$ cat src/rtl/button_conditioner_pkg.sv
// Shared constants for the push-button conditioner.
//   NUM_BUTTONS          : number of board push-buttons handled
//   DEF_DEBOUNCE_CYCLES  : default stable-sample count (10 ms at 50 MHz)
//   DEF_CNT_W            : default debounce counter width
//   ST_IDLE / ST_PRESENT : output FSM state encoding
//   hi_index / onehot    : priority pick and request encoding helpers
package button_conditioner_pkg;

  localparam int NUM_BUTTONS         = 4;
  localparam int SEL_W               = 2;
  localparam int DEF_DEBOUNCE_CYCLES = 500000;
  localparam int DEF_CNT_W           = 19;

  localparam logic [0:0] ST_IDLE    = 1'b0;
  localparam logic [0:0] ST_PRESENT = 1'b1;

  // Highest set bit wins: bit 3 matches the CPU's highest vector.
  function automatic logic [SEL_W-1:0] hi_index(input logic [NUM_BUTTONS-1:0] v);
    hi_index = '0;
    for (int i = 0; i < NUM_BUTTONS; i++) begin
      if (v[i]) hi_index = SEL_W'(i);
    end
  endfunction

  function automatic logic [NUM_BUTTONS-1:0] onehot(input logic [SEL_W-1:0] idx);
    onehot = '0;
    onehot[idx] = 1'b1;
  endfunction

endpackage

$ cat src/rtl/button_conditioner_if.sv
// Button conditioner bus.
//   key_n           : raw active-low push-buttons (asynchronous)
//   int_ack         : one-cycle acceptance pulse from the CPU side
//   buttons_pressed : one-hot interrupt request
//   btn_level       : debounced level per button, 1 = pressed
// Handshake: buttons_pressed acts as a valid that stays constant until the
// cycle int_ack is high (the ready/accept); the request drops on that same
// edge and is low for at least one cycle before the next one. int_ack while
// no request is shown has no effect.
interface button_conditioner_if;
  import button_conditioner_pkg::*;

  logic [NUM_BUTTONS-1:0] key_n;
  logic                   int_ack;
  logic [NUM_BUTTONS-1:0] buttons_pressed;
  logic [NUM_BUTTONS-1:0] btn_level;

  modport master (
    output key_n,
    output int_ack,
    input  buttons_pressed,
    input  btn_level
  );

  modport slave (
    input  key_n,
    input  int_ack,
    output buttons_pressed,
    output btn_level
  );
endinterface

$ cat src/rtl/button_debounce.sv
// Single-button debouncer.
//   clk, rst    : clock, asynchronous active-high reset
//   key_n       : raw active-low button
//   stable_n    : debounced active-low level (1 = released)
//   press_pulse : one-cycle pulse the cycle after a released->pressed change
module button_debounce
  import button_conditioner_pkg::*;
#(
  parameter int DEBOUNCE_CYCLES = DEF_DEBOUNCE_CYCLES,
  parameter int CNT_W           = DEF_CNT_W
) (
  input  logic clk,
  input  logic rst,
  input  logic key_n,
  output logic stable_n,
  output logic press_pulse
);

  localparam logic [CNT_W-1:0] CNT_MAX = CNT_W'(DEBOUNCE_CYCLES - 1);

  logic             sync1_n;
  logic             sync2_n;
  logic [CNT_W-1:0] cnt;

  always_ff @(posedge clk or posedge rst) begin
    if (rst) begin
      sync1_n     <= 1'b1;
      sync2_n     <= 1'b1;
      stable_n    <= 1'b1;
      cnt         <= '0;
      press_pulse <= 1'b0;
    end else begin
      sync1_n     <= key_n;
      sync2_n     <= sync1_n;
      press_pulse <= 1'b0;
      if (sync2_n == stable_n) begin
        cnt <= '0;
      end else if (cnt == CNT_MAX) begin
        // DEBOUNCE_CYCLES consecutive differing samples: accept the change.
        stable_n    <= sync2_n;
        cnt         <= '0;
        press_pulse <= ~sync2_n;
      end else begin
        cnt <= cnt + 1'b1;
      end
    end
  end

endmodule

$ cat src/rtl/button_conditioner.sv
// Debounces four push-buttons and turns presses into one-hot interrupt
// requests, presented one at a time in priority order (bit 3 highest).
//   clk, rst  : clock, asynchronous active-high reset
//   bus       : button_conditioner_if.slave (key_n, int_ack in;
//               buttons_pressed, btn_level out)
//   dbg_state : current output FSM state (ST_IDLE / ST_PRESENT)
module button_conditioner
  import button_conditioner_pkg::*;
#(
  parameter int DEBOUNCE_CYCLES = DEF_DEBOUNCE_CYCLES,
  parameter int CNT_W           = DEF_CNT_W
) (
  input  logic                  clk,
  input  logic                  rst,
  button_conditioner_if.slave   bus,
  output logic [0:0]            dbg_state
);

  logic [NUM_BUTTONS-1:0] stable_n;
  logic [NUM_BUTTONS-1:0] press_pulse;
  logic [NUM_BUTTONS-1:0] pending;
  logic [NUM_BUTTONS-1:0] pend_next;
  logic [NUM_BUTTONS-1:0] bp_q;
  logic [SEL_W-1:0]       sel;
  logic [0:0]             state;

  for (genvar i = 0; i < NUM_BUTTONS; i++) begin : g_deb
    button_debounce #(
      .DEBOUNCE_CYCLES (DEBOUNCE_CYCLES),
      .CNT_W           (CNT_W)
    ) u_deb (
      .clk         (clk),
      .rst         (rst),
      .key_n       (bus.key_n[i]),
      .stable_n    (stable_n[i]),
      .press_pulse (press_pulse[i])
    );
  end

  // New presses always set; an accepted request clears its own bit unless a
  // fresh press of that same button lands on the accept edge.
  always_comb begin
    pend_next = pending | press_pulse;
    if (state == ST_PRESENT && bus.int_ack) begin
      pend_next[sel] = press_pulse[sel];
    end
  end

  always_ff @(posedge clk or posedge rst) begin
    if (rst) begin
      state   <= ST_IDLE;
      sel     <= '0;
      pending <= '0;
      bp_q    <= '0;
    end else begin
      pending <= pend_next;
      case (state)
        ST_IDLE: begin
          if (|pending) begin
            sel   <= hi_index(pending);
            bp_q  <= onehot(hi_index(pending));
            state <= ST_PRESENT;
          end
        end
        ST_PRESENT: begin
          // Going back through IDLE guarantees a zero cycle between requests.
          if (bus.int_ack) begin
            bp_q  <= '0;
            state <= ST_IDLE;
          end
        end
        default: state <= ST_IDLE;
      endcase
    end
  end

  assign bus.buttons_pressed = bp_q;
  assign bus.btn_level       = ~stable_n;
  assign dbg_state           = state;

endmodule

$ cat src/flat_wrapper.sv
// flat-port wrapper written by rule: the top's interface ports become plain ports
module button_conditioner_flat import button_conditioner_pkg::*;
#(
  parameter int DEBOUNCE_CYCLES = DEF_DEBOUNCE_CYCLES,
  parameter int CNT_W           = DEF_CNT_W
)
  (clk, rst, dbg_state, bus_key_n, bus_int_ack, bus_buttons_pressed, bus_btn_level);
  button_conditioner_if bus_i ();
  input  logic clk;
  input  logic rst;
  output logic [0:0] dbg_state;
  input wire logic [$bits(bus_i.key_n)-1:0] bus_key_n;
  input wire logic [$bits(bus_i.int_ack)-1:0] bus_int_ack;
  output wire logic [$bits(bus_i.buttons_pressed)-1:0] bus_buttons_pressed;
  output wire logic [$bits(bus_i.btn_level)-1:0] bus_btn_level;
  assign bus_i.key_n = bus_key_n;
  assign bus_i.int_ack = bus_int_ack;
  assign bus_buttons_pressed = bus_i.buttons_pressed;
  assign bus_btn_level = bus_i.btn_level;
  button_conditioner #(.DEBOUNCE_CYCLES(DEBOUNCE_CYCLES), .CNT_W(CNT_W)) u_core (.clk(clk), .rst(rst), .bus(bus_i), .dbg_state(dbg_state));
endmodule
$ cat config.mk
export PLATFORM = sky130hd
export DESIGN_NAME = button_conditioner_flat
export DESIGN_NICKNAME = d
export VERILOG_FILES = /design/src/rtl/button_conditioner_pkg.sv /design/src/rtl/button_conditioner_if.sv /design/src/rtl/button_debounce.sv /design/src/rtl/button_conditioner.sv /design/src/flat_wrapper.sv
export SDC_FILE = /design/constraint.sdc
export NUM_CORES = 1
export LEC_CHECK = 0
export BUFFER_PORTS_ARGS = -buffer_cell sky130_fd_sc_hd__buf_2
export CORE_ASPECT_RATIO = 1.5
export CORE_MARGIN = 5
export CORE_UTILIZATION = 50
export CTS_BUF_LIST = sky130_fd_sc_hd__clkbuf_8 sky130_fd_sc_hd__clkbuf_16
export CTS_CLUSTER_SIZE = 16
export DETAILED_ROUTE_END_ITERATION = 12
export PLACE_DENSITY = 0.68
export SLEW_MARGIN = 20
export SYNTH_ARGS = -nofsm -noshare
export SYNTH_HDL_FRONTEND = slang
export SYNTH_SLANG_ARGS = --single-unit
export TNS_END_PERCENT = 10
$ cat constraint.sdc
create_clock -name clk -period 5.29 [get_ports clk]
set_input_delay 0.7935 -clock clk [delete_from_list [all_inputs] [get_ports clk]]
set_output_delay 0.7935 -clock clk [all_outputs]
set_load 0.02 [all_outputs]
==> reports/qor.yml, run 1 <==
setup_path:
  setup.worst_path.start: "u_core.g_deb[3].u_deb.cnt[12]$_DFF_PP0_"
  startpoint_type: "flop"
  worstPathMaxFanout: 18
  crit_arrival_ns: 2.22
  crit_type: "flop to flop"
  r2r_start: "u_core.g_deb[3].u_deb.cnt[12]$_DFF_PP0_"
  end_kind: "flop"
  required_ns: 5.48
synth:
  ys_seq_area_share_pct: 53.7
  syn_nets: 496
  synthFlopType: "dfrtp_1"
  synthArstFlopShare_pct: 100
  syn_area_per_cell_um2: 9.96
  syn-cell-area_um2: 4830
  synth_cell_types: 39
  synth_edf_count: 0
  synth-seq-cells: 103
  yosysWarningCount: 0
  synth_cells: 485
power:
  switching_share_pct: 22.1
  intPower_mw: 1.18
  leakage_nw: 2.11
  p_comb_share_pct: 3.6
  p_total_mw: 1.52
  seqPwrFrac_pct: 53.7
  power_density_nw_per_um2: 285
  power_frac_clock_pct: 42.7
  ir_drop_v: 0.000225
  switching_power_mw: 0.336
flow_run:
  cap_violations: 0
run_status:
  status: "finished clean"
hold_path:
  hp-class: "flop to flop"
  worstHoldStart: "u_core.g_deb[1].u_deb.sync1_n$_DFF_PP1_"
floorplan:
  initial_core_util_pct: 50.4
  die_x_um: 90.3
  io_pins: 16
  die_area_um2: 11800
  die_y_um: 130
  core_um2: 9580
  rows: 44
global_routing:
  grt_max_degree: 60
  grt.total_usage_pct: 16.3
  overflow: 0
  grt_pass1_wl_um: 15800
  antenna_found_initial: 0
  grt_pass1_vias: 3588
sta:
  clock.fmax_mhz: 493
  finalClockSkew_ns: 0.00760
  slew_headroom_pct: 51.7
  fin_crit_sh_pct: 38.3
  tightest_slew_ns: 0.724
  min_period_ns: 2.03
  rsz0062_at_grt: "no"
  finalMaxSlewViolations: 0
  setup-violations-final: 0
  hold_viol: 0
  tns_ns: 0
clocking:
  hold_buffers: 0
  numClockSinks: 103
  cts_tree: "done"
  postCtsSetupBuffers: 0
  htreeDepth: 3
  cts_buffers: 9
  clkTransAtPathRegs_ns: 0.07
  cts_root_buf: "clkbuf_16"
  post_cts_resize_count: 0
  clock_path_buffers: 2
  insertion_delay_ns: 0.34
final_layout:
  stdcell_area_um2: 5340
  final_nets: 512
  drive_gt1_share_pct: 11.3
  stdcell_count: 621
  antenna_cells: 0
  area_growth_pct: 10.4
placed_design:
  dpl_cell_area_um2: 5020
  place_hpwl_um: 6260
  port_buffers: 15
  routabilityCongestion: 0.867
  dp_cells: 605
routing:
  wire_per_inst_um: 14.6
  ant_nets: 0
  drc: 0
  drt-pass1-iter-count: 4
  viasPerCell: 5.73
  wl_um: 9040
  via_count: 3556
  drt_iter0_markers: 185
worst max-delay path, cell delays in order, from the launching register on:
cell	delay (ns)
dfrtp_1	0.44
nor4b_1	0.45
nand4_1	0.23
o21ai_2	0.63
nor2_1	0.12
layout by cell type, fill, tap and decap left out, drive strengths merged, types with 3 or more instances in the layout:
| master | instances |
|---|---|
| a21oi | 21 |
| and2 | 4 |
| and3 | 8 |
| and4 | 3 |
| buf | 16 |
| clkbuf | 9 |
| clkinv | 3 |
| dfrtp | 91 |
| dfstp | 12 |
| ha | 4 |
| inv | 22 |
| mux2 | 4 |
| nand2 | 31 |
| nand3 | 27 |
| nand4 | 22 |
| nor2 | 63 |
| nor3 | 15 |
| nor4 | 13 |
| nor4b | 3 |
| o21ai | 21 |
| o31ai | 13 |
| or2 | 4 |
| or3 | 16 |
| or4 | 13 |
| xnor2 | 37 |
| xor2 | 16 |
flip-flops by register name, summed over array words and instances, names as in the netlist:
signal,cells
u_core.g_deb.u_deb.sync2_n,4
u_core.g_deb.u_deb.cnt,76
u_core.g_deb.u_deb.sync1_n,4
u_core.g_deb.u_deb.press_pulse,4
u_core.sel,2
u_core.bus.buttons_pressed,4
u_core.g_deb.u_deb.stable_n,4
u_core.pending,4
u_core.dbg_state,1
final cells by class:
cell class                      instances  area [um2]
Fill cell                             864        4240
Multi-Input combinational cell        352        2150
Sequential cell                       103        2590
Tap cell                              115         144
Timing Repair Buffer                   16        82.6
Inverter                               19        73.8
Clock buffer                            9         225
Clock inverter                          7        67.6
cells in the mapped netlist, types with 2 or more instances:
library cell	instances	area (um2)
o31ai_2	2	25.0
and3_1	8	50.1
a21oi_1	21	105
nand2_1	31	116
clkbuf_1	10	37.5
nand4_1	22	138
ha_1	4	50.1
xnor2_1	37	324
or3_1	16	100
nor4b_1	3	26.3
nor2_1	63	236
or4_1	13	97.6
dfstp_2	12	315
a21o_1	2	15.0
nand3_1	26	130
and2_1	4	25.0
nor2b_1	2	12.5
xor2_1	16	140
o31ai_1	11	82.6
o21ai_0	19	95.1
o21ai_1	2	10.0
and4_1	2	17.5
inv_1	19	71.3
nand3b_1	2	15.0
nor3_1	15	75.1
or2_2	4	25.0
nor4_1	13	81.3
mux2_2	4	45.0
dfrtp_1	91	2280
nand2b_1	2	12.5
stage by stage:
stage / hold WS (ns) / util, % / setup slack, ns
floorplan: 0.345 / - / 1.81
global placement: 0.345 / 52.4 / 2.98
detailed placement: 0.347 / 52.4 / 2.92
CTS: 0.352 / 55.4 / 2.92
global route: 0.354 / 55.7 / 3.08
finish: 0.350 / 55.7 / 3.26
cells by family (layout without fill, tap and decap cells):
kind of cell,Yosys count,after routing,synth area share (%)
adders and majority gates,4,4,1.04
buffers and inverters,30,51,2.36
xor gates and xnor gates,53,53,9.61
AOI/OAI and AO/OA,59,59,7.25
DFF,103,103,53.7
and+or+nand+nor,231,231,25.0
muxes,5,5,1.14
routing by layer:
layer  track usage, %  share of wire, %  vias up
met1             19.2                43     1742
met3             3.49               3.1       18
met2             28.4                51       47
li1                 -                 -     1749
met4             8.06               2.7        0
met5                0                 0        -
path summary, 6_finish.rpt:
check | slack (ns) | depth (start not counted) | endpoint
max in group asynchronous | 3.67 | 3 | u_core.g_deb[2].u_deb.cnt[3]$_DFF_PP0_
max reg2reg | 3.26 | 4 | u_core.g_deb[3].u_deb.cnt[14]$_DFF_PP0_
min reg2reg | 0.35 | 0 | u_core.g_deb[1].u_deb.sync2_n$_DFF_PP1_
min | 0.35 | 0 | u_core.g_deb[1].u_deb.sync2_n$_DFF_PP1_
min in group asynchronous | 0.50 | 2 | u_core.g_deb[3].u_deb.cnt[16]$_DFF_PP0_
max | 3.26 | 4 | u_core.g_deb[3].u_deb.cnt[14]$_DFF_PP0_
power groups by stage:
stage	Sequential, mW	Clock (mW)	Combinational (mW)
floorplan	0.833	0	0.0341
global placement	0.831	0	0.0539
detailed placement	0.832	0	0.0551
CTS	0.817	0.670	0.0555
global route	0.818	0.696	0.0641
finish	0.817	0.649	0.0544
Note: power is estimated with default switching activity, not from simulation.
==> run 2: changes to the inputs <==
ABC_AREA = 1   (was not set)
PLACE_DENSITY = 0.71   (was 0.68)
clock period = 1.8 ns   (was 5.29 ns; I/O delays follow)
==> reports/qor.yml, run 2 <==
setup_path:
  crit_arrival_ns: 1.71
  startpoint_type: "flop"
  required_ns: 2.03
  end_kind: "flop"
  worstPathMaxFanout: 4
  crit_type: "flop to flop"
sta:
  fin_crit_sh_pct: 82.3
  layout_setup_ws_ns: 0.319
  finalMaxSlewViolations: 0
  finalClockSkew_ns: 0.00648
  slew_headroom_pct: 74.9
  tightest_slew_ns: 0.377
  min_period_ns: 1.48
  tns_ns: 0
  clock.fmax_mhz: 675
  holdWs_ns: 0.112
  rsz0062_at_grt: "no"
  setup-violations-final: 0
  hold_viol: 0
synth:
  synth_cells: 715
  synth_area_leader_cell: "dfrtp_1"
  syn_nets: 726
  yosys-top-cells-count: "nor2_1, nand2_1, dfrtp_1, inv_1, nand3_1"
  synthTopCellsByArea: "dfrtp_1, nor2_1, nand2_1"
  yosysWarningCount: 0
  synth.top_cell.area_share_pct: 41.5
  synth_cell_types: 31
  synthFlopType: "dfrtp_1"
  synth_edf_count: 0
  synth-seq-cells: 103
  synthArstFlopShare_pct: 100
  synth.most_common_cell: "nor2_1"
  ys_seq_area_share_pct: 47.2
  syn-cell-area_um2: 5490
  syn_area_per_cell_um2: 7.68
clocking:
  htreeDepth: 3
  clkTransAtPathRegs_ns: 0.07
  postCtsSetupBuffers: 0
  clock_path_buffers: 2
  numClockSinks: 103
  post_cts_resize_count: 0
  cts_tree: "done"
  hold_buffers: 5
  cts_root_buf: "clkbuf_16"
  insertion_delay_ns: 0.35
  cts_buffers: 9
hold_path:
  hp-class: "input port to flop"
global_routing:
  met1_usage_pct: 21.6
  met2_usage_pct: 32.2
  grt_max_degree: 59
  top_usage_layer: "met2"
  grt_pass1_vias: 4486
  grt.total_usage_pct: 18.4
  antenna_found_initial: 0
  grt_pass1_wl_um: 19700
  overflow: 0
  grt_use_met3_pct: 4.18
final_layout:
  n_fill_cell: 1008
  antenna_cells: 0
  final_common_cell: "nor2_1"
  area_growth_pct: 11.6
  final_nets: 756
  top_register: "u_core.g_deb.u_deb.cnt"
  most-common-layout-cells: "nor2_1, nand2_1, dfrtp_1"
  multi_input_comb_area_um2: 2580
  register_area_um2: 2590
  stdcell_count: 897
  drive_gt1_share_pct: 11.5
  largest_reg_flops: 76
routing:
  viasPerCell: 5.14
  drt_iter0_markers: 239
  via_count: 4610
  ant_nets: 0
  drt-pass1-iter-count: 6
  drc: 0
  wire_per_inst_um: 12.5
  wl_um: 11300
power:
  power_density_nw_per_um2: 733
  leakage_nw: 2.47
  ir_drop_v: 0.000524
floorplan:
  rows: 47
  die_y_um: 138
  die_area_um2: 13200
  io_pins: 16
  die_x_um: 95.5
  initial_core_util_pct: 50.4
  core_um2: 10900
placed_design:
  pre_cts_slack_ns: 0.333
  dp_cells: 876
  routabilityCongestion: 0.971
  port_buffers: 15
  place_hpwl_um: 8480
flow_run:
  cap_violations: 0
run_status:
  status: "finished clean"
-- run 2: area by class of cell --
class / count / share of cell area (%)
Timing Repair Buffer: 22 / 2.70
Inverter: 81 / 5.03
Clock buffer: 9 / 3.68
Sequential cell: 103 / 42.3
Clock inverter: 7 / 1.16
Multi-Input combinational cell: 528 / 42.1
Tap cell: 147 / 3.00
-- run 2: cells by family (layout without fill, tap and decap cells) --
group / after synthesis / in the layout / synth area share, %
compound gates: 48 / 48 / 4.63
xor+xnor: 39 / 39 / 6.63
fa+ha+maj: 4 / 4 / 0.912
buf+inv: 84 / 119 / 5.79
flops: 103 / 103 / 47.2
simple gates: 437 / 437 / 34.8
-- run 2: where the power goes --
group | internal (mW) | total (mW) | leakage, nW | switching (mW)
logic | 0.0565 | 0.174 | 0.945 | 0.117
registers | 2.36 | 2.39 | 1.38 | 0.0348
clock network | 0.982 | 1.92 | 0.146 | 0.942
total | 3.40 | 4.49 | 2.47 | 1.09
-- run 2: per-layer routing --
layer | up-vias | share of wire, %
met2 | 104 | 52
li1 | 2313 | -
met1 | 2173 | 41
met5 | - | 0
met3 | 20 | 3.7
met4 | 0 | 2.6
-- run 2: through the flow --
stage                     total power, mW  instance area [um2]  utilization [%]
after floorplan                      2.54                 5490                -
after global placement               2.60                 5780             53.1
after detailed placement             2.61                 5780             53.1
after CTS                            4.56                 6120             56.3
after global routing                 4.68                 6120             56.3
final                                4.49                 6120             56.3
-- run 2: worst max-delay path: stages, from the launching register on --
cell and delay [ns]:
dfrtp_1 0.39, ha_1 0.22, nand3_1 0.14, inv_1 0.09, nand2_1 0.13, nor2_1 0.18, xor2_1 0.16, nor2_1 0.05
-- run 2: path summary, 6_finish.rpt --
check	from	to	slack, ns	depth (start not counted)
worst max-delay path	u_core.g_deb[1].u_deb.cnt[0]$_DFF_PP0_	u_core.g_deb[1].u_deb.cnt[12]$_DFF_PP0_	0.32	7
worst min-delay path	bus_int_ack	u_core.dbg_state$_DFF_PP0_	0.11	2
worst max register to register	u_core.g_deb[1].u_deb.cnt[0]$_DFF_PP0_	u_core.g_deb[1].u_deb.cnt[12]$_DFF_PP0_	0.32	7
worst min register to register	u_core.g_deb[3].u_deb.sync1_n$_DFF_PP1_	u_core.g_deb[3].u_deb.sync2_n$_DFF_PP1_	0.36	0
max in group asynchronous	rst	u_core.g_deb[1].u_deb.sync2_n$_DFF_PP1_	0.74	4
min in group asynchronous	rst	u_core.g_deb[3].u_deb.cnt[13]$_DFF_PP0_	0.43	3
